[config.mk]
export PLATFORM = sky130hd
export DESIGN_NAME = activity_sequencer
export DESIGN_NICKNAME = d
export VERILOG_FILES = /design/src/rtl/activity_sequencer.sv
export SDC_FILE = /design/constraint.sdc
export NUM_CORES = 1
export LEC_CHECK = 0
export ABC_AREA = 1
export CAP_MARGIN = 20
export CORE_MARGIN = 2
export CORE_UTILIZATION = 50
export DETAILED_ROUTE_END_ITERATION = 8
export PLACE_DENSITY_LB_ADDON = 0.1
export SYNTH_ARGS = -nofsm -noshare
export SYNTH_HDL_FRONTEND = slang
export SYNTH_SLANG_ARGS = --single-unit
[constraint.sdc]
create_clock -name clk -period 2.85 [get_ports clk]
set_input_delay 0.57 -clock clk [delete_from_list [all_inputs] [get_ports clk]]
set_output_delay 0.57 -clock clk [all_outputs]
set_load 0.005 [all_outputs]
[src/rtl/activity_sequencer.sv]
// activity_sequencer
//   Programmable trigger sequencer for up to g_BANKS inverter-chain activity
//   banks. Produces square-wave or LFSR-randomised toggling at a programmable
//   tick rate for a programmable number of ticks, under a start/stop handshake.
//   The schedule is fully deterministic from the latched configuration.
//
// Ports
//   clk, rst          : clock, synchronous active-high reset
//   cfg_mode          : 0 OFF, 1 SQUARE, 2 RANDOM, 3 reserved (OFF)
//   cfg_half_period   : clocks per tick (0 treated as 1)
//   cfg_ticks         : ticks per run (0 = continuous until stop)
//   cfg_bank_mask     : per-bank enable
//   cfg_seed          : LFSR seed (0 replaced by 16'hACE1)
//   start, stop       : level handshakes, sampled in IDLE / RUN respectively
//   busy, done        : run status (busy in RUN+DONE, done one-cycle pulse)
//   activity_trig     : registered trigger per bank
//   tick_count        : ticks elapsed in the current or last run

// One bank's trigger flop. Kept as its own cell so each bank is an
// independent toggle flop next to its activity chain.
module activity_lane (
  input  logic clk,
  input  logic rst,
  input  logic clr,
  input  logic tog,
  output logic trig
);
  always_ff @(posedge clk) begin
    if (rst || clr) trig <= 1'b0;
    else if (tog)   trig <= ~trig;
  end
endmodule

module activity_sequencer #(
  parameter int g_BANKS = 4,
  parameter int g_CNT_W = 16
) (
  input  logic               clk,
  input  logic               rst,
  input  logic [1:0]         cfg_mode,
  input  logic [g_CNT_W-1:0] cfg_half_period,
  input  logic [g_CNT_W-1:0] cfg_ticks,
  input  logic [g_BANKS-1:0] cfg_bank_mask,
  input  logic [15:0]        cfg_seed,
  input  logic               start,
  input  logic               stop,
  output logic               busy,
  output logic               done,
  output logic [g_BANKS-1:0] activity_trig,
  output logic [g_CNT_W-1:0] tick_count
);

  localparam logic [1:0]  MODE_SQUARE = 2'd1;
  localparam logic [1:0]  MODE_RANDOM = 2'd2;
  localparam logic [15:0] SEED_DFLT   = 16'hACE1;

  typedef enum logic [1:0] {
    S_IDLE = 2'd0,
    S_RUN  = 2'd1,
    S_DONE = 2'd2
  } state_t;

  // Configuration captured at start acceptance; hp already clamped to >=1.
  typedef struct packed {
    logic [1:0]         mode;
    logic [g_CNT_W-1:0] hp;
    logic [g_CNT_W-1:0] ticks;
    logic [g_BANKS-1:0] mask;
  } cfg_t;

  state_t             state, state_nxt;
  cfg_t               cfg_q;
  logic [g_CNT_W-1:0] div_q;
  logic [15:0]        lfsr_q;

  logic               tick;
  logic               clr;
  logic [g_BANKS-1:0] tog;
  logic [g_CNT_W-1:0] hp_m1;
  logic [g_CNT_W-1:0] tc_nxt;
  logic [15:0]        lfsr_nxt;
  logic [g_BANKS-1:0] rnd_bits;

  assign hp_m1    = cfg_q.hp - 1'b1;
  assign tc_nxt   = tick_count + 1'b1;
  // x^16+x^14+x^13+x^11+1, shift left, feedback into bit 0
  assign lfsr_nxt = {lfsr_q[14:0], lfsr_q[15] ^ lfsr_q[13] ^ lfsr_q[12] ^ lfsr_q[10]};
  assign rnd_bits = lfsr_q[g_BANKS-1:0];

  // Next state / tick decode. stop takes priority over a coincident tick.
  always_comb begin
    state_nxt = state;
    tick      = 1'b0;
    clr       = 1'b0;
    tog       = '0;
    case (state)
      S_IDLE: begin
        if (start)
          state_nxt = (cfg_mode == MODE_SQUARE || cfg_mode == MODE_RANDOM) ? S_RUN : S_DONE;
      end
      S_RUN: begin
        if (stop) begin
          state_nxt = S_DONE;
        end else if (div_q == hp_m1) begin
          tick = 1'b1;
          tog  = cfg_q.mask & ((cfg_q.mode == MODE_SQUARE) ? {g_BANKS{1'b1}} : rnd_bits);
          if (cfg_q.ticks != '0 && tc_nxt == cfg_q.ticks)
            state_nxt = S_DONE;
        end
      end
      S_DONE: begin
        clr       = 1'b1;
        state_nxt = S_IDLE;
      end
      default: begin
        clr       = 1'b1;
        state_nxt = S_IDLE;
      end
    endcase
  end

  always_ff @(posedge clk) begin
    if (rst) begin
      state      <= S_IDLE;
      cfg_q      <= '0;
      div_q      <= '0;
      lfsr_q     <= SEED_DFLT;
      tick_count <= '0;
      busy       <= 1'b0;
      done       <= 1'b0;
    end else begin
      state <= state_nxt;
      // status flags are registered versions of the state being entered
      busy  <= (state_nxt != S_IDLE);
      done  <= (state_nxt == S_DONE);
      case (state)
        S_IDLE: begin
          if (start) begin
            cfg_q.mode  <= cfg_mode;
            cfg_q.hp    <= (cfg_half_period == '0) ? {{(g_CNT_W-1){1'b0}}, 1'b1} : cfg_half_period;
            cfg_q.ticks <= cfg_ticks;
            cfg_q.mask  <= cfg_bank_mask;
            div_q       <= '0;
            tick_count  <= '0;
            lfsr_q      <= (cfg_seed == 16'h0) ? SEED_DFLT : cfg_seed;
          end
        end
        S_RUN: begin
          if (!stop) begin
            if (tick) begin
              div_q      <= '0;
              tick_count <= tc_nxt;
              // LFSR only advances on ticks so the pattern is rate-independent
              if (cfg_q.mode == MODE_RANDOM) lfsr_q <= lfsr_nxt;
            end else begin
              div_q <= div_q + 1'b1;
            end
          end
        end
        default: ;
      endcase
    end
  end

  // Per-bank trigger flops; masked banks never receive a toggle so stay 0.
  for (genvar b = 0; b < g_BANKS; b++) begin : g_lane
    activity_lane u_lane (
      .clk  (clk),
      .rst  (rst),
      .clr  (clr),
      .tog  (tog[b]),
      .trig (activity_trig[b])
    );
  end

endmodule
# Word level (Yosys, flattened, before mapping)
# Index checks and enable logic that the tools add are counted.
# W data, S select, Z words.
dict set report op_classes {
  n_addsub 3
  eq_ne 12
  muxes 28
  bitwise_logic 8
  reduce_logical 14
}
# op n
set ops {}
lappend ops {{$mux W16} 11}
lappend ops {{$pmux W16 S2} 3}
lappend ops {{$add A16 B1 Y16 const B} 2}
lappend ops {{$eq A16 B16 Y1} 2}
lappend ops {{$logic_not A16 Y1} 2}
lappend ops {{$mux W4} 4}
lappend ops {{$reduce_bool A16 Y1} 1}
lappend ops {{$sub A16 B1 Y16 const B} 1}
lappend ops {{$mux W2} 5}
lappend ops {{$ne A2 B2 Y1 const B} 4}
lappend ops {{$eq A2 B1 Y1 const B} 3}
lappend ops {{$eq A2 B2 Y1 const B} 3}
lappend ops {{$reduce_and A5 Y1} 1}
lappend ops {{$and A4 B4 Y4} 1}
lappend ops {{$mux W1} 4}
lappend ops {{$not A1 Y1} 4}
lappend ops {{$pmux W2 S2} 1}
lappend ops {{$reduce_and A4 Y1} 1}
lappend ops {{$reduce_bool A2 Y1} 2}
lappend ops {{$reduce_and A3 Y1} 1}
lappend ops {{$xor A1 B1 Y1} 3}
lappend ops {{$logic_not A2 Y1} 1}
lappend ops {{$logic_or A1 B1 Y1} 2}
lappend ops {{$reduce_and A2 Y1} 1}
lappend ops {{2 further kinds} 2}
dict set report word_totals {
  reg_bits 94
  out_inout_bits 22
  word_cells 79
}

# Logic depth before layout (Yosys ltp)
# Gate-level depths: netlist of the first run.
dict set report depth {
  depth_word 8
  ltp_mapped 18
  mapped_depth_nobuf 18
}

# Cells and area by module
# From an unflattened synthesis of the first run, not the netlist that was laid out.
dict set report unflattened {
  cells_unflattened 908
  area_unflattened_um2 5754.3
}
# module instances cells_per_inst area_per_inst_um2
set by_module_without_submodules {}
lappend by_module_without_submodules {activity_sequencer 1 884 5589.1}
lappend by_module_without_submodules {activity_lane 4 6 41.3}

# Worst setup path before layout of the first run
# OpenSTA, ideal clock, no wires.
dict set report synth_path {
  kind {reg2reg}
  startpoint {register cfg_q[20] (netlist name)}
  endpoint {register tick_count[11]}
  arrival_ns 1.933
  required_time_ns 2.718
  slack_ns 0.785
  stages_incl_launch_ff 17
  cell_sequence {dfxtp_1 inv_2 ha_1 inv_1 nand2_1 nand2_1 xor2_1 nand2_1 nor2_1 nand2_1 nor2_1 nand3_1 nor2_4 nand2_2 buf_2 nand3_1 a21oi_1}
}
dict set report synth_between {
  elab_chain_len 7
}
# item line_no
set synth_lines {}
lappend synth_lines {{start, declared} 72} ;# cfg_t cfg_q;
lappend synth_lines {{$sub A16 B1 Y16} 84} ;# assign hp_m1 = cfg_q.hp - 1'b1;
lappend synth_lines {{$eq A16 B16 Y1} 104} ;# end else if (div_q == hp_m1) begin
lappend synth_lines {{$mux W1} 104}
lappend synth_lines {{$mux W1} 102} ;# if (stop) begin
lappend synth_lines {{$mux W1} 96} ;# case (state)
lappend synth_lines {{$ne A2 B2 Y1 (no line)} -}
lappend synth_lines {{$reduce_and A4 Y1 (no line)} -}
lappend synth_lines {{end signal, assigned} 152} ;# tick_count <= tc_nxt;
lappend synth_lines {{end, declared} 50} ;# output logic [g_CNT_W-1:0] tick_count
# No other way between the ends.
# A chain may end at the register's enable or synchronous reset.

# Final worst setup path of the first run
dict set report layout_path {
  startpoint {register cfg_q[20] (netlist name)}
  endpoint {register lfsr_q[12]}
}
dict set report layout_between {
  elab_chain_len 7
}
# item line_no
set layout_lines {}
lappend layout_lines {{$sub A16 B1 Y16} 84}
lappend layout_lines {{$eq A16 B16 Y1} 104}
lappend layout_lines {{$mux W1} 104}
lappend layout_lines {{$mux W1} 102}
lappend layout_lines {{$mux W1} 96}
lappend layout_lines {{$ne A2 B2 Y1 (no line)} -}
lappend layout_lines {{$reduce_and A5 Y1 (no line)} -}
lappend layout_lines {{end signal, assigned} 145} ;# lfsr_q <= (cfg_seed == 16'h0) ? SEED_DFLT : cfg_seed;
lappend layout_lines {{end signal, assigned} 154} ;# if (cfg_q.mode == MODE_RANDOM) lfsr_q <= lfsr_nxt;
lappend layout_lines {{end, declared} 74} ;# logic [15:0] lfsr_q;
# No other way between the ends.

==> flow_summary.toml, run 1 <==
[placed_design]
dp_hpwl_mm = 11.52
dpl_cell_area_sq_mm = 0.006470
post-place-ws_ns = 0.2318
place_congestion = 0.9077
io_buffers = 79

[setup_path]
slowest_delay_ns = 0.36
crit_path_top_delay_cell = "dfxtp_1"
crit_chain = "inv_2, ha_1, nand2_1, nor2_2, nand2_1, nand3_1, nand3_1, nor3_2, nand3_2, nand2_2, nand3_4, nand2_1, nand2_1, nor2_1"
startpoint = "cfg_q[20]"
reg2regPathDepth = 14
path_common_cell = "nand2_1"
crit_family = "simple AND/OR/NAND/NOR gates"
r2r_start = "cfg_q[20]"
critical_path_buf_inv_count = 1
reg2reg_slack_ns = 0.30
reg2reg_to = "lfsr_q[12]"
worstSetupStartpointType = "flop"
crit_fanout = 21
crit_required_ns = 3.17
crit_type = "reg -> reg"
arrival_ns = 2.88
cp-end-kind = "flop"

[global_route]
antenna_found_initial = 0
grt_usage_pct = 25.93
grt_max_degree = 40
grt_pass1_wl_mm = 24.52
grt-ovfl-total = 0
first_global_vias = 5249

[yosys]
netlist_area_sq_mm = 0.005608
synth_xor_area_share_pct = 6.292
synth-main-ff-cell = "dfxtp_1"
syn_inst = 876
synth_edf_count = 0
muxShareOfSynthArea_pct = 0
synth_top_family_by_area = "simple AND/OR/NAND/NOR gates"
syn_nets = 937
synth_cell_type_count = 39
post_synth_and_or_nand_nor_area_fraction_pct = 40.36
seq_area_frac_synth_pct = 33.56
async_reset_ff_share_pct = 0
synth_fa_ha_area_share_pct = 0.6693
synth-compound-area-share_pct = 9.929
ys_ff_latch = 94
syn_area_per_cell_sq_um = 6.402
yosys_warnings = 0

[clock_tree]
cts-root-buf = "clkbuf_8"
hold_buffers = 0
cts_buffers = 9
cts_buffer_depth = 2
clk_pin_slew_worst_paths_ns = 0.10
numClockSinks = 94
postCtsSetupBuffers = 0
ctsHtreeMaxLevel = 3
cts_tree = "yes"
clk_latency_ns = 0.39
post_cts_resized = 0

[floorplanning]
start_util_pct = 51.51
placementRows = 38
die_x_um = 109.9
ios = 80
die_h_um = 109.9
core_area_sq_mm = 0.01089
die_area_sq_mm = 0.01208

[timing]
relSlewSlack_pct = 59.88
setup_viol = 0
fin_ws_ns = 0.2959
period_share_pct = 89.62
rsz0062_at_grt = "false"
whs_ns = 0.4679
worst_slew_pin_slew_ns = 0.5962
tns_ns = 0
fmax_ghz = 0.3915
min_period_ns = 2.554
fin_skew_ns = 0.01084
hold_viol_final = 0
maxSlewViolCount = 0

[finish]
final_core_util_pct = 61.46
final_layout_size_suffix_gt1_share_pct = 5.620
nFillCells = 1037
final_nets = 999
area_delta_synth_final_pct = 19.32
diodes = 0
design_area_sq_mm = 0.006691

[min_path]
worst_hold_path.endpoint = "lfsr_q[7]"
holdPathStages = 2
hp-start = "lfsr_q[7]"
hold_class = "reg -> reg"

[job]
cap_violations = 0

[pwr]
leakage_nw = 2.765
p_per_area_mw_per_mm2 = 480.0
vdd_drop_max_mv = 0.2674

[status]
status = "finished, final reports clean"

[detailed_routing]
drc = 0
vias = 5779
drt_iter0_drc = 334
ant_nets = 0
vias_per_cell = 5.336
first_pass_iters = 5
wl_per_cell_um = 14.21
drt_wl_total_mm = 15.39
Yosys cell counts (4+ instances only):
master | instances | area [sq um]
nand3b_1 | 4 | 30.03
buf_2 | 4 | 20.02
nor3_1 | 7 | 35.03
inv_1 | 85 | 319.1
nand2_1 | 225 | 844.6
clkbuf_1 | 21 | 78.83
nor2_2 | 9 | 56.30
nand4_1 | 36 | 225.2
xor2_1 | 24 | 210.2
o21ai_0 | 37 | 185.2
a22oi_1 | 4 | 30.03
buf_1 | 5 | 18.77
dfxtp_1 | 94 | 1882
nor2_4 | 4 | 45.04
a211oi_1 | 7 | 52.55
nor2_1 | 128 | 480.5
a21oi_1 | 45 | 225.2
nand3_1 | 78 | 390.4
xnor2_1 | 11 | 96.34
nor4_1 | 8 | 50.05
nand2_2 | 4 | 25.02
buf_4 | 7 | 52.55
flip-flops by register name (all words and copies together), names as in the netlist:
name,cells
busy,1
state,2
tick_count,16
done,1
lfsr_q,16
div_q,16
g_lane.u_lane.trig,4
cfg_q,38
cell families (layout without fill, tap and decap cells):
logic type,after synthesis,after routing
AND/OR/NAND/NOR,513,513
buffers and inverters,127,194
AO/OA/AOI/OAI,102,102
flip-flops,94,94
XOR/XNOR,37,37
adder cells (fa/ha/maj),3,3
cell usage in the layout (no fill, tap or decap), drive strengths merged:
| master | instances |
|---|---|
| a211oi | 7 |
| a21boi | 3 |
| a21oi | 45 |
| a221oi | 1 |
| a22oi | 4 |
| and3 | 3 |
| buf | 10 |
| bufinv | 1 |
| clkbuf | 10 |
| clkdlybuf4s50 | 79 |
| clkinv | 3 |
| dfxtp | 94 |
| ha | 3 |
| inv | 91 |
| nand2 | 229 |
| nand3 | 81 |
| nand3b | 4 |
| nand4 | 36 |
| nor2 | 141 |
| nor3 | 9 |
| nor4 | 8 |
| o21a | 1 |
| o21ai | 39 |
| o21bai | 1 |
| o31ai | 1 |
| or2 | 2 |
| xnor2 | 11 |
| xnor3 | 1 |
| xor2 | 24 |
| xor3 | 1 |
layer usage:
layer	routed length (um)	GRT usage, %
met5	0	0
met4	255	9.313
met3	703	4.031
met2	7525	44.17
met1	6901	33.05
power breakdown:
group	switching, mW	total [mW]	internal, mW
registers	0.0750	1.48	1.40
clock network	0.533	0.978	0.445
logic	0.454	0.756	0.302
total	1.06	3.21	2.15
worst max path at each step:
stage / to / cells past startpoint
5_1_grt: lfsr_q[12] / 14
2_1_floorplan: tick_count[11] / 16
6_report: lfsr_q[12] / 14
4_1_cts: lfsr_q[12] / 14
3_5_place_dp: lfsr_q[12] / 14
3_3_place_gp: lfsr_q[12] / 12
cell type report:
| cell class | count | area [sq um] | share of cell area (%) |
|---|---|---|---|
| Sequential cell | 94 | 1882 | 28.12 |
| Multi-Input combinational cell | 655 | 3221 | 48.13 |
| Tap cell | 140 | 175.2 | 2.618 |
| Clock inverter | 6 | 76.32 | 1.141 |
| Timing Repair Buffer | 89 | 865.8 | 12.94 |
| Inverter | 89 | 334.1 | 4.993 |
| Clock buffer | 10 | 137.6 | 2.057 |
metrics by stage:
step                      power [mW]  cells
after floorplan                2.012    876
after global placement         2.239   1067
after detailed placement       2.254   1067
after CTS                      3.225   1083
after global routing           3.380   1083
final                          3.212   1083
tightest hold or removal path, stage by stage (launching register included):
cell	delay, ns
dfxtp_1	0.34
nand2_1	0.05
nand3_1	0.05
Power figures use the tool's default switching activity.
==> run 2: changes to the inputs <==
GPL_TIMING_DRIVEN = 0   (was not set)
==> flow_summary.toml, run 2 (synthesized netlist as in run 1, its figures left out) <==
[placed_design]
post-place-ws_ns = -0.04658
place_congestion = 0.9520
io_buffers = 78
dp_hpwl_mm = 11.87

[clock_tree]
cts_tree = "yes"
cts-root-buf = "clkbuf_8"
cts_buffers = 9
ctsHtreeMaxLevel = 3
cts_buffer_depth = 2
clk_pin_slew_worst_paths_ns = 0.09
numClockSinks = 94
clk_latency_ns = 0.37
postCtsSetupBuffers = 0
hold_buffers = 0
post_cts_resized = 0

[floorplanning]
ios = 80
die_h_um = 109.9
die_x_um = 109.9
core_area_sq_mm = 0.01089
die_area_sq_mm = 0.01208
start_util_pct = 51.51
placementRows = 38

[setup_path]
crit_fanout = 10
crit_type = "reg -> reg"
crit_chain = "inv_2, ha_1, nand2_1, nor2_4, nor2_1, nor2_1, nand2_1, nor2_1, nand2_1, nor2_1, nand3_1, nor2_4, nand2_4, nand3_2, buf_4, nor2_1"
reg2reg_slack_ns = 0.30
slowest_delay_ns = 0.36
r2r_start = "cfg_q[20]"
worstSetupStartpointType = "flop"
reg2reg_to = "div_q[15]"
path_common_cell = "nor2_1"
crit_required_ns = 3.13
cp-end-kind = "flop"
reg2regPathDepth = 16
crit_path_top_delay_cell = "dfxtp_1"
arrival_ns = 2.83

[timing]
whs_ns = 0.4698
period_share_pct = 89.50
relSlewSlack_pct = 48.37
rsz0062_at_grt = "false"
setup_viol = 0
fin_ws_ns = 0.2992
min_period_ns = 2.551
maxSlewViolCount = 0
worst_slew_pin_slew_ns = 0.7716
fin_skew_ns = 0.006521
fmax_ghz = 0.3920
hold_viol_final = 0
tns_ns = 0

[global_route]
first_global_vias = 5268
grt_max_degree = 16
grt-ovfl-total = 0
grt_pass1_wl_mm = 25.15
grt_usage_pct = 26.92
antenna_found_initial = 0

[pwr]
total_power_mw = 3.320
vdd_drop_max_mv = 0.2648
leakage_nw = 2.819
p_per_area_mw_per_mm2 = 487.6

[status]
status = "finished, final reports clean"

[finish]
area_delta_synth_final_pct = 21.42
most-common-layout-cells = "nand2_1, nor2_1, dfxtp_1, inv_1"
final_layout_size_suffix_gt1_share_pct = 5.470
final_core_util_pct = 62.54
regMostFlops = "cfg_q"
final_nets = 1026
layout_commonest_cell = "nand2_1"
largest_reg_flops = 38
diodes = 0

[min_path]
hold_class = "reg -> reg"
hp-start = "lfsr_q[0]"
holdPathStages = 2
worst_hold_path.endpoint = "lfsr_q[0]"

[detailed_routing]
vias_per_cell = 5.283
ant_nets = 0
drt_iter0_drc = 354
drc = 0
first_pass_iters = 7
drt_wl_total_mm = 15.55
wl_per_cell_um = 14.02
vias = 5859

[job]
cap_violations = 0
## run 2: worst max-delay path by stage
stage	startpoint	endpoint	slack, ns	depth (start not counted)
2_1_floorplan	cfg_q[20]	tick_count[11]	0.79	16
3_3_place_gp	start	div_q[11]	-0.009	8
3_5_place_dp	start	div_q[9]	-0.05	8
4_1_cts	cfg_q[20]	div_q[15]	0.17	16
5_1_grt	cfg_q[20]	tick_count[12]	0.03	16
6_report	cfg_q[20]	div_q[15]	0.30	16
## run 2: power by group
group / switching (mW) / internal, mW
Sequential: 0.0707 / 1.40
Combinational: 0.472 / 0.305
Clock: 0.492 / 0.578
Total: 1.03 / 2.29
## run 2: final cells by class
class / instances / area (sq um)
flip-flops and latches: 94 / 1882
multi-input cells: 655 / 3221
fillers: 1054 / 4079
inverters: 89 / 334.1
plain buffers: 38 / 181.4
clock buffers: 9 / 123.9
well taps: 140 / 175.2
clock inverters: 6 / 111.4
repair buffers: 78 / 780.7
## run 2: per-stage QoR
step                cells  instance area, sq um
finish               1109                  6809
global route         1109                  6809
CTS                  1109                  6799
detailed placement   1094                  6564
global placement     1094                  6564
floorplan             876                  5608
## run 2: critical path: cells and delay by family (launching register included)
family / cells / cell delay (ns)
adder cells (fa/ha/maj): 1 / 0.24
buffers and inverters: 2 / 0.30
AND/OR/NAND/NOR: 13 / 1.56
flip-flops: 1 / 0.36
## run 2: per-layer routing
metal,part of all wire [%],vias to the layer above,GRT usage [%]
li1,-,3013,-
met1,45,2643,35.35
met2,47,171,43.38
met3,5.5,32,4.031
met4,2.8,0,12.39
met5,0,-,0
==> run 3: changes to the inputs <==
ABC_AREA = not set   (was 1)
==> flow_summary.toml, run 3 <==
[status]
status = "finished with violations"
failed_checks = "negative setup slack"

[global_route]
grt-busiest-layer = "met2"
grt_max_degree = 15
grt_usage_pct = 25.61
met1_usage_pct = 31.76
grt-ovfl-total = 0
antenna_found_initial = 0
grt_pass1_wl_mm = 23.11
gr-usage-met3_pct = 4.886
use_met2_pct = 43.32
first_global_vias = 4859

[setup_path]
crit_fanout = 8
arrival_ns = 3.17
crit_type = "reg -> reg"
reg2reg_slack_ns = -0.01
cp-end-kind = "flop"
crit_required_ns = 3.15
reg2regPathDepth = 11
worstSetupStartpointType = "flop"
reg2reg_to = "lfsr_q[5]"
r2r_start = "cfg_q[21]"

[detailed_routing]
wl_per_cell_um = 16.16
drc = 0
ant_nets = 0
vias_per_cell = 5.660
first_pass_iters = 5
drt_iter0_drc = 356
vias = 5054
drt_wl_total_mm = 14.43

[finish]
final_layout_size_suffix_gt1_share_pct = 11.49
final_nets = 815
design_area_sq_mm = 0.006649
final_cells = 893
final_core_util_pct = 65.28
most-common-layout-cells = "nand2_1, dfxtp_1, clkdlybuf4s50_1, a21oi_1, nor2_1"
multi_input_area_sq_mm = 0.003231
diodes = 0
regMostFlops = "cfg_q"
area_delta_synth_final_pct = 28.82
layout_commonest_cell = "nand2_1"
area.sequential_sq_mm = 0.001896
nFillCells = 871
largest_reg_flops = 38

[yosys]
synth.most_common_cell = "nand2_1"
ys_ff_latch = 94
async_reset_ff_share_pct = 0
netlist_area_sq_mm = 0.005161
syn_nets = 715
syn_inst = 654
seq_area_frac_synth_pct = 36.46
yosys.area.top_type = "dfxtp_1"
synth_top_area_share_pct = 36.46
synth_cell_type_count = 61
yosys_warnings = 0
synth-main-ff-cell = "dfxtp_1"
synth_area_leaders = "dfxtp_1, nand2_1, xnor2_1, a21oi_1, xor2_1"
syn_area_per_cell_sq_um = 7.892
yosys-top-cells-count = "nand2_1, dfxtp_1, a21oi_1, nor2_1, xnor2_1"
synth_edf_count = 0

[clock_tree]
numClockSinks = 94
hold_buffers = 0
clk_pin_slew_worst_paths_ns = 0.10
cts_tree = "yes"
ctsHtreeMaxLevel = 3
clk_latency_ns = 0.37
cts-root-buf = "clkbuf_8"
cts_buffer_depth = 2
cts_buffers = 9

[pwr]
p_per_area_mw_per_mm2 = 471.9
p_sw_mw = 0.9223
vdd_drop_max_mv = 0.2938
leakage_nw = 2.514
switching_share_pct = 29.40
combPwrFrac_pct = 22.9
pwr-share-clk_pct = 30.7
pwr-share-seq_pct = 46.4
p_int_mw = 2.215

[timing]
hold_viol_final = 0
min_period_ns = 2.865
setup_viol = 5
relSlewSlack_pct = 47.61
maxSlewViolCount = 0
fin_ws_ns = -0.01488
fin_skew_ns = 0.01569
fmax_ghz = 0.3491
worst_slew_pin_slew_ns = 0.7756
rsz0062_at_grt = "true"
period_share_pct = 100.5

[placed_design]
placed_cells = 868
dp_hpwl_mm = 10.43
dpl_cell_area_sq_mm = 0.006112
place_congestion = 1.013
io_buffers = 78

[min_path]
hp-start = "cfg_q[1]"
worst_hold_path.endpoint = "cfg_q[1]"
holdPathStages = 2
hold_class = "reg -> reg"

[floorplanning]
ios = 80
die_x_um = 105.6
start_util_pct = 50.68
core_area_sq_mm = 0.01018
die_h_um = 105.6
die_area_sq_mm = 0.01115
placementRows = 37

[job]
cap_violations = 0
-- run 3: cell count changes in the layout (fill, tap and decap cells not counted), moves of 9 or more --
cell / change
nand2_1: -126
nor2_1: -74
inv_1: -72
nand3_1: -58
nand4_1: -26
xnor2_1: +26
o21ai_0: -24
a21oi_1: +17
mux2i_1: +15
a21o_1: +13
nor3_1: +13
buf_4: +10
nand2b_1: +9
-- run 3: power groups by stage --
stage | registers (mW) | clock network, mW | logic [mW]
after global routing | 1.47 | 1.01 | 0.781
after CTS | 1.45 | 0.962 | 0.645
after floorplan | 1.46 | 0 | 0.407
after detailed placement | 1.48 | 0 | 0.601
final | 1.46 | 0.962 | 0.719
after global placement | 1.48 | 0 | 0.586
-- run 3: worst max-delay path: stages, from the launching register on --
cell	delay, ns
dfxtp_4	0.36
inv_2	0.06
ha_4	0.13
or4b_4	0.56
o221a_4	0.31
a311oi_4	0.33
a211oi_4	0.10
buf_6	0.14
and4_1	0.18
buf_6	0.13
nor2_4	0.25
mux2i_1	0.23
-- run 3: cells by family after synthesis --
| logic type | Yosys count | synth area share (%) |
|---|---|---|
| adders and majority gates | 3 | 0.7274 |
| and+or+nand+nor | 294 | 28.97 |
| AOI/OAI and AO/OA | 131 | 15.83 |
| buffers and inverters | 56 | 4.752 |
| muxes | 15 | 2.909 |
| DFF | 94 | 36.46 |
| xor gates and xnor gates | 61 | 10.35 |
-- run 3: area by class of cell --
cell class                 count  share of cell area, %
buffer                        37                  3.030
clock buffer                  10                  1.919
clock inverter                 4                  1.110
inverter                      15                 0.8468
multi-input combinational    505                  48.59
sequential                    94                  28.51
tap                          136                  2.559
timing repair buffer          92                  13.44
-- run 3: how the worst max path moves through the flow --
stage | from | to | slack [ns] | depth (start not counted)
after CTS | cfg_q[20] | tick_count[15] | 0.004 | 10
final | cfg_q[21] | lfsr_q[5] | -0.01 | 11
after detailed placement | cfg_q[20] | done | -0.43 | 10
after global placement | cfg_q[20] | done | -0.30 | 10
after global routing | cfg_q[21] | lfsr_q[7] | -0.11 | 11
after floorplan | cfg_q[20] | lfsr_q[0] | 0.12 | 11
-- run 3: stage by stage --
stage	hold WS (ns)	setup TNS (ns)	power [mW]	worst slack (ns)
2_1_floorplan	0.4329	0	1.867	0.1194
5_1_grt	0.4996	-1.167	3.253	-0.1096
3_3_place_gp	0.4532	-8.984	2.062	-0.3001
4_1_cts	0.4731	0	3.058	0.003972
6_report	0.4775	-0.04919	3.138	-0.01488
3_5_place_dp	0.4614	-14.21	2.082	-0.4309
-- run 3: timing repair --
item                                    4_1_cts  5_1_grt
setup buffers                                 5        9
resized for setup                            23       39
endpoints found under the setup margin       55       49
pin swaps                                    10       16
cloned                                        0        1
-- run 3: per-layer routing --
layer	wire length, um	share of wire [%]
met3	861	6.0
met5	0	0
met2	7027	49
met1	6144	43
met4	399	2.8
